[src/rtl/sort_batch_ctrl.sv]
// sort_batch_ctrl: shares one fixed-latency sorting network with a narrow record stream.
// Records are packed one per cycle into batches of 2^P_LOG. A flushed partial batch is padded
// with all-ones records. A batch is launched only while a result slot is reserved (credit).
// Sorted results are unpacked back into a stream, and the padding is dropped.
// Ports:
//   CLK, RST_X           clock, async active-low reset
//   S_DIN/S_DINEN/S_RDY  input record stream; S_FLUSH closes a partial batch
//   N_DIN/N_DINEN        batch launch to the network (lane i = DATW*(i+1)-1:DATW*i)
//   N_DOT/N_DOTEN        sorted batch from the network, lane 0 = smallest key
//   M_DOT/M_DOTEN/M_RDY  output record stream; M_LAST marks the last real record of a batch
//   BUSY                 any record held or in flight
module sort_batch_ctrl #(
    parameter int unsigned P_LOG = 3,
    parameter int unsigned DATW  = 64,
    parameter int unsigned KEYW  = 32
) (
    input  logic                      CLK,
    input  logic                      RST_X,
    input  logic [DATW-1:0]           S_DIN,
    input  logic                      S_DINEN,
    input  logic                      S_FLUSH,
    output logic                      S_RDY,
    output logic [(DATW<<P_LOG)-1:0]  N_DIN,
    output logic                      N_DINEN,
    input  logic [(DATW<<P_LOG)-1:0]  N_DOT,
    input  logic                      N_DOTEN,
    output logic [DATW-1:0]           M_DOT,
    output logic                      M_DOTEN,
    input  logic                      M_RDY,
    output logic                      M_LAST,
    output logic                      BUSY
);

    localparam int unsigned NL = 1 << P_LOG;
    localparam int unsigned BW = DATW << P_LOG;
    localparam int unsigned CW = P_LOG + 1;

    typedef enum logic {ST_FILL, ST_ISSUE} state_t;

    state_t             r_state, w_state_nxt;
    logic [DATW-1:0]    r_lane [NL];
    logic [DATW-1:0]    w_lane_nxt [NL];
    logic [CW-1:0]      r_wcnt, w_wcnt_nxt, w_wcnt_inc;
    logic [1:0]         r_credit, w_credit_nxt;
    logic [BW-1:0]      r_rf_mem [2];
    logic [BW-1:0]      w_rf_mem_nxt [2];
    logic               r_rf_wp, r_rf_rp, w_rf_rp_nxt;
    logic [1:0]         r_rf_cnt, w_rf_cnt_nxt;
    logic [CW-1:0]      r_cf_mem [2];
    logic [CW-1:0]      w_cf_mem_nxt [2];
    logic               r_cf_wp, r_cf_rp, w_cf_rp_nxt;
    logic [P_LOG-1:0]   r_rcnt, w_rcnt_nxt;
    logic               w_accept, w_launch, w_xfer, w_pop, w_rpush;
    logic [BW-1:0]      w_ndin_nxt, w_head;
    logic [CW-1:0]      w_cnt_head;
    logic               w_ndinen_nxt, w_mdoten_nxt, w_sorted_ok;

    logic               r_s_rdy, r_n_dinen, r_m_doten, r_m_last, r_busy;
    logic [BW-1:0]      r_n_din;
    logic [DATW-1:0]    r_m_dot;

    assign S_RDY   = r_s_rdy;
    assign N_DIN   = r_n_din;
    assign N_DINEN = r_n_dinen;
    assign M_DOT   = r_m_dot;
    assign M_DOTEN = r_m_doten;
    assign M_LAST  = r_m_last;
    assign BUSY    = r_busy;

    // Next-state logic: packer FSM, credits, result/count FIFOs, unpacker, registered outputs.
    always_comb begin
        w_state_nxt = r_state;
        w_lane_nxt  = r_lane;
        w_wcnt_nxt  = r_wcnt;
        w_launch    = 1'b0;
        w_accept    = S_DINEN & r_s_rdy;
        w_wcnt_inc  = r_wcnt + CW'(w_accept);

        case (r_state)
            ST_FILL: begin
                if (w_accept) w_lane_nxt[r_wcnt[P_LOG-1:0]] = S_DIN;
                w_wcnt_nxt = w_wcnt_inc;
                // A flush counts the record arriving in the same cycle; a full batch wins once.
                if ((w_wcnt_inc == CW'(NL)) || (S_FLUSH && (w_wcnt_inc != '0)))
                    w_state_nxt = ST_ISSUE;
            end
            ST_ISSUE: begin
                if (r_credit != 2'd0) begin
                    w_launch    = 1'b1;
                    w_wcnt_nxt  = '0;
                    w_state_nxt = ST_FILL;
                end
            end
            default: w_state_nxt = ST_FILL;
        endcase

        w_xfer  = r_m_doten & M_RDY;
        w_pop   = w_xfer & r_m_last;
        w_rpush = N_DOTEN & (r_rf_cnt != 2'd2);

        // Launch uses the pre-update credit; a same-cycle return keeps the net count.
        w_credit_nxt = r_credit - 2'(w_launch) + 2'(w_pop);

        w_rf_mem_nxt = r_rf_mem;
        if (w_rpush) w_rf_mem_nxt[r_rf_wp] = N_DOT;
        w_rf_rp_nxt  = r_rf_rp ^ w_pop;
        w_rf_cnt_nxt = r_rf_cnt + 2'(w_rpush) - 2'(w_pop);

        w_cf_mem_nxt = r_cf_mem;
        if (w_launch) w_cf_mem_nxt[r_cf_wp] = r_wcnt;
        w_cf_rp_nxt  = r_cf_rp ^ w_pop;

        w_rcnt_nxt = w_pop ? '0 : (w_xfer ? r_rcnt + P_LOG'(1) : r_rcnt);

        w_head       = w_rf_mem_nxt[w_rf_rp_nxt];
        w_cnt_head   = w_cf_mem_nxt[w_cf_rp_nxt];
        w_mdoten_nxt = (w_rf_cnt_nxt != 2'd0);

        // Lanes at or beyond the fill count carry the reserved all-ones pad record.
        for (int unsigned i = 0; i < NL; i++)
            w_ndin_nxt[i*DATW +: DATW] = (CW'(i) < w_wcnt_nxt) ? w_lane_nxt[i] : '1;
        w_ndinen_nxt = (w_state_nxt == ST_ISSUE) && (w_credit_nxt != 2'd0);

        w_sorted_ok = 1'b1;
        for (int unsigned i = 0; i + 1 < NL; i++)
            if (N_DOT[i*DATW +: KEYW] > N_DOT[(i+1)*DATW +: KEYW]) w_sorted_ok = 1'b0;
    end

    // State and output registers.
    always_ff @(posedge CLK or negedge RST_X) begin
        if (!RST_X) begin
            r_state   <= ST_FILL;
            r_wcnt    <= '0;
            r_credit  <= 2'd2;
            for (int unsigned i = 0; i < NL; i++) r_lane[i] <= '0;
            for (int unsigned k = 0; k < 2; k++) begin
                r_rf_mem[k] <= '0;
                r_cf_mem[k] <= '0;
            end
            r_rf_wp   <= 1'b0;
            r_rf_rp   <= 1'b0;
            r_rf_cnt  <= 2'd0;
            r_cf_wp   <= 1'b0;
            r_cf_rp   <= 1'b0;
            r_rcnt    <= '0;
            r_s_rdy   <= 1'b0;
            r_n_dinen <= 1'b0;
            r_n_din   <= '0;
            r_m_doten <= 1'b0;
            r_m_dot   <= '0;
            r_m_last  <= 1'b0;
            r_busy    <= 1'b0;
        end else begin
            r_state   <= w_state_nxt;
            r_wcnt    <= w_wcnt_nxt;
            r_credit  <= w_credit_nxt;
            r_lane    <= w_lane_nxt;
            r_rf_mem  <= w_rf_mem_nxt;
            r_rf_wp   <= r_rf_wp ^ w_rpush;
            r_rf_rp   <= w_rf_rp_nxt;
            r_rf_cnt  <= w_rf_cnt_nxt;
            r_cf_mem  <= w_cf_mem_nxt;
            r_cf_wp   <= r_cf_wp ^ w_launch;
            r_cf_rp   <= w_cf_rp_nxt;
            r_rcnt    <= w_rcnt_nxt;
            r_s_rdy   <= (w_state_nxt == ST_FILL);
            r_n_dinen <= w_ndinen_nxt;
            if (w_ndinen_nxt) r_n_din <= w_ndin_nxt;
            r_m_doten <= w_mdoten_nxt;
            r_m_dot   <= w_mdoten_nxt ? w_head[32'(w_rcnt_nxt)*DATW +: DATW] : '0;
            r_m_last  <= w_mdoten_nxt && (CW'(w_rcnt_nxt) == w_cnt_head - CW'(1));
            r_busy    <= (w_wcnt_nxt != '0) || (w_state_nxt == ST_ISSUE) || (w_credit_nxt != 2'd2);
        end
    end

    // Credits guarantee a free result slot; a result into a full FIFO breaks the protocol.
    a_no_result_overflow: assert property (@(posedge CLK) disable iff (!RST_X)
        !(N_DOTEN && (r_rf_cnt == 2'd2)));
    a_result_sorted: assert property (@(posedge CLK) disable iff (!RST_X)
        N_DOTEN |-> w_sorted_ok);

endmodule
[config.mk]
export PLATFORM = sky130hd
export DESIGN_NAME = sort_batch_ctrl
export DESIGN_NICKNAME = d
export VERILOG_FILES = /design/src/rtl/sort_batch_ctrl.sv
export SDC_FILE = /design/constraint.sdc
export NUM_CORES = 2
export LEC_CHECK = 0
export CAP_MARGIN = 10
export CORE_MARGIN = 3
export CORE_UTILIZATION = 50
export CTS_BUF_LIST = sky130_fd_sc_hd__clkbuf_8
export CTS_CLUSTER_DIAMETER = 60
export CTS_CLUSTER_SIZE = 16
export DETAILED_ROUTE_END_ITERATION = 12
export PLACE_DENSITY = 0.73
export SYNTH_ARGS = -nofsm -noshare
export SYNTH_HDL_FRONTEND = slang
export SYNTH_SLANG_ARGS = --single-unit
[constraint.sdc]
create_clock -name CLK -period 3.4 [get_ports CLK]
set_input_delay 0.68 -clock CLK [delete_from_list [all_inputs] [get_ports CLK]]
set_output_delay 0.68 -clock CLK [all_outputs]
set_load 0.005 [all_outputs]
==> metrics <==
status=completed; Mapped Cells=10579; CP required=4300 ps; Port Buf Inserts=1162; design area=0.123 sq mm; vias in the first global route=87504; Max Slew Vio Count=0; Pwr per Cell Area=740 mW/mm^2; clock-pin slew on the worst setup and hold paths=100 ps; sequential share of the synthesized area=0.538; Yosys top cell area share=0.537; Die W=452 microns; CTS Root Cell=clkbuf_8; Slew @ Worst Pin=1230 ps; Max Buffers Root-to-Sink=3; Routed Antenna Nets=0; Setup Skew=55.3 ps; critical path start-end classification=flip-flop to flip-flop; first-pass GRT wire length=593 mm; nets@finish=12304; CTS sink cnt=2141; layout cell share with drive strength beyond 1=0.139; H-tree levels=4; Die H=452 microns; most common cell after layout, fill and taps aside=nand2_1; PnR worst setup slack=127 ps; CTS buffer count=182; row cnt=163; Ports=1163; drc violations=0; # setup viols final=0; Netlist cell types=68; CP endpoint kind=flip-flop; routability cong.=0.987; initial core utilization=0.504; dpl ws=-267 ps; FMAX=306 MHz; CTS tree=built; Avg WL per Cell=27.8 microns; Yosys warnings=0; routed wire length=406 mm; most frequent cells in the layout=nand2_1 (3016), dfrtp_1 (2139), clkdlybuf4s50_1 (1160); most used flip-flop cell after synthesis=dfrtp_1; HPWL after DPL=285 mm; asr flop ratio synth=1.00; GRT Total Usage=0.386; largest net degree at the start of global routing=170; Slew HR=0.183; Mean Syn Cell Area=9.42 sq um; Pre-Repair DR Iteration Count=7; Iteration-0 DRC Markers=12292; RSZ-0062 raised after global routing=no; Post-DP Area=0.119 sq mm; critical path startpoint category=flip-flop; total power=90.7 mW; ranking of synthesized cells by area=dfrtp_1 (54%), nand2_1 (11%), mux2_2 (6.1%), a21oi_1 (4.5%), mux2i_1 (3.9%); HP Class=primary input to flip-flop; max-cap violations=0; vias per inst=6.12; leakage=60.6 nW; Via Count=89307; CP max FO=19; Synth Net Count=11169; fin util=0.620; Post-Syn Area=0.0997 sq mm; Die Footprint=0.205 sq mm; crit path time final=3270 ps; GRT overflow=0; Post-synth EDFFs=0; period utilization=0.963; Final Hold Viols=0; synthesis-stage register bit count=2141; Max IR drop VDD=0.000670 V; initial antenna violation count=154; core region area=0.198 sq mm; area growth from synthesis to layout=23.0%; post-synth top area cell=dfrtp_1; clock latency on the worst-skew pair=1040 ps; critical path arrival=4170 ps
==> final timing paths <==
check / depth (start not counted) / end / startpoint / slack [ps]
setup / recovery: 10 / M_DOT[34] / r_rcnt[0] / 130
hold / removal: 3 / r_rf_mem[265] / N_DOT[265] / 240
setup reg to reg: 10 / M_DOT[34] / r_rcnt[0] / 130
hold reg to reg: 2 / r_rf_mem[559] / r_rf_mem[559] / 480
max in group asynchronous: 3 / r_rf_mem[990] / RST_X / 1860
min in group asynchronous: 2 / r_rf_mem[724] / RST_X / 270
==> timing repair <==
action	CTS	global route
hold endpoints to repair	33	0
buffers inserted	0	0
gates resized for setup	0	0
hold buffers	1	0
==> stage by stage <==
| stage | hold slack, ps | TNS, ps | instances |
|---|---|---|---|
| 5_1_grt | 197 | 0 | 14575 |
| 3_5_place_dp | 455 | -91860 | 14169 |
| 4_1_cts | 133 | 0 | 14458 |
| 2_1_floorplan | 384 | 0 | 10579 |
| 3_3_place_gp | 450 | -60380 | 14169 |
| 6_report | 238 | 0 | 14586 |
==> cells in the mapped netlist (36+ instances only) <==
library cell	n
nor2_1	589
clkbuf_1	636
mux2i_1	386
mux2_1	42
o41a_1	64
o31ai_1	64
a31o_2	64
nor3_1	196
a21oi_1	900
nand3_1	132
buf_2	184
or3_1	132
inv_1	267
mux2_2	542
o22ai_1	130
or2_2	66
o31a_1	128
o21ai_0	194
o2111ai_1	64
o221ai_1	66
a211o_1	129
o22a_1	129
nand2_1	3020
buf_1	36
a211oi_1	128
o21a_1	66
dfrtp_1	2140
==> power by group <==
part / switching, mW / internal, mW / leakage (nW) / total (mW)
logic: 24.2 / 15.2 / 30.5 / 39.4
clock network: 9.58 / 6.41 / 1.91 / 16.0
registers: 3.52 / 31.7 / 28.2 / 35.3
==> cells by family (layout without fill, tap and decap cells) <==
| kind of cell | Yosys count | count (layout) | synth area share |
|---|---|---|---|
| adders and majority gates | 8 | 8 | 0.00100 |
| and+or+nand+nor | 4166 | 4166 | 0.167 |
| DFF | 2141 | 2141 | 0.538 |
| other | 0 | 128 | 0 |
| muxes | 970 | 970 | 0.105 |
| AOI/OAI and AO/OA | 2151 | 2151 | 0.143 |
| xor gates and xnor gates | 14 | 14 | 0.00164 |
| buffers and inverters | 1129 | 2368 | 0.0450 |
==> worst max-delay path: stages, from the launching register on <==
cell and delay [ps]:
dfrtp_1 530, ha_1 440, and4b_1 310, a22o_4 400, buf_12 220, buf_4 190, nand2_1 70, o21ai_0 80
a211oi_1 650, buf_4 220, a211oi_1 50
==> routing by layer <==
metal | GRT usage | vias up | wire length (microns)
met2 | 0.566 | 5387 | 180000
met5 | 0 | - | 92
met3 | 0.0930 | 1059 | 39800
met1 | 0.501 | 44620 | 155000
met4 | 0.280 | 16 | 31700
li1 | - | 38225 | -
==> flip-flops by register name, summed over array words and instances, names as in the netlist <==
| name | cells |
|---|---|
| r_cf_wp | 1 |
| r_rcnt | 3 |
| r_credit | 2 |
| M_DOTEN | 1 |
| M_LAST | 1 |
| BUSY | 1 |
| S_RDY | 1 |
| M_DOT | 64 |
| r_rf_mem | 1024 |
| N_DIN | 512 |
| r_lane | 512 |
| r_wcnt | 4 |
| N_DINEN | 1 |
| r_cf_mem | 8 |
| r_rf_wp | 1 |
| r_state | 1 |
| r_rf_cnt | 2 |
| r_cf_rp | 1 |
| r_rf_rp | 1 |
==> cell type report <==
| type | instances | area (sq um) |
|---|---|---|
| multi-input combinational | 7309 | 41900 |
| clock inverter | 94 | 1010 |
| timing repair buffer | 1810 | 18800 |
| antenna | 128 | 320 |
| tap | 2640 | 3300 |
| inverter | 270 | 1020 |
| fill | 16207 | 75200 |
| sequential | 2141 | 53600 |
| clock buffer | 194 | 2670 |
(Power assumes the default switching activity.)
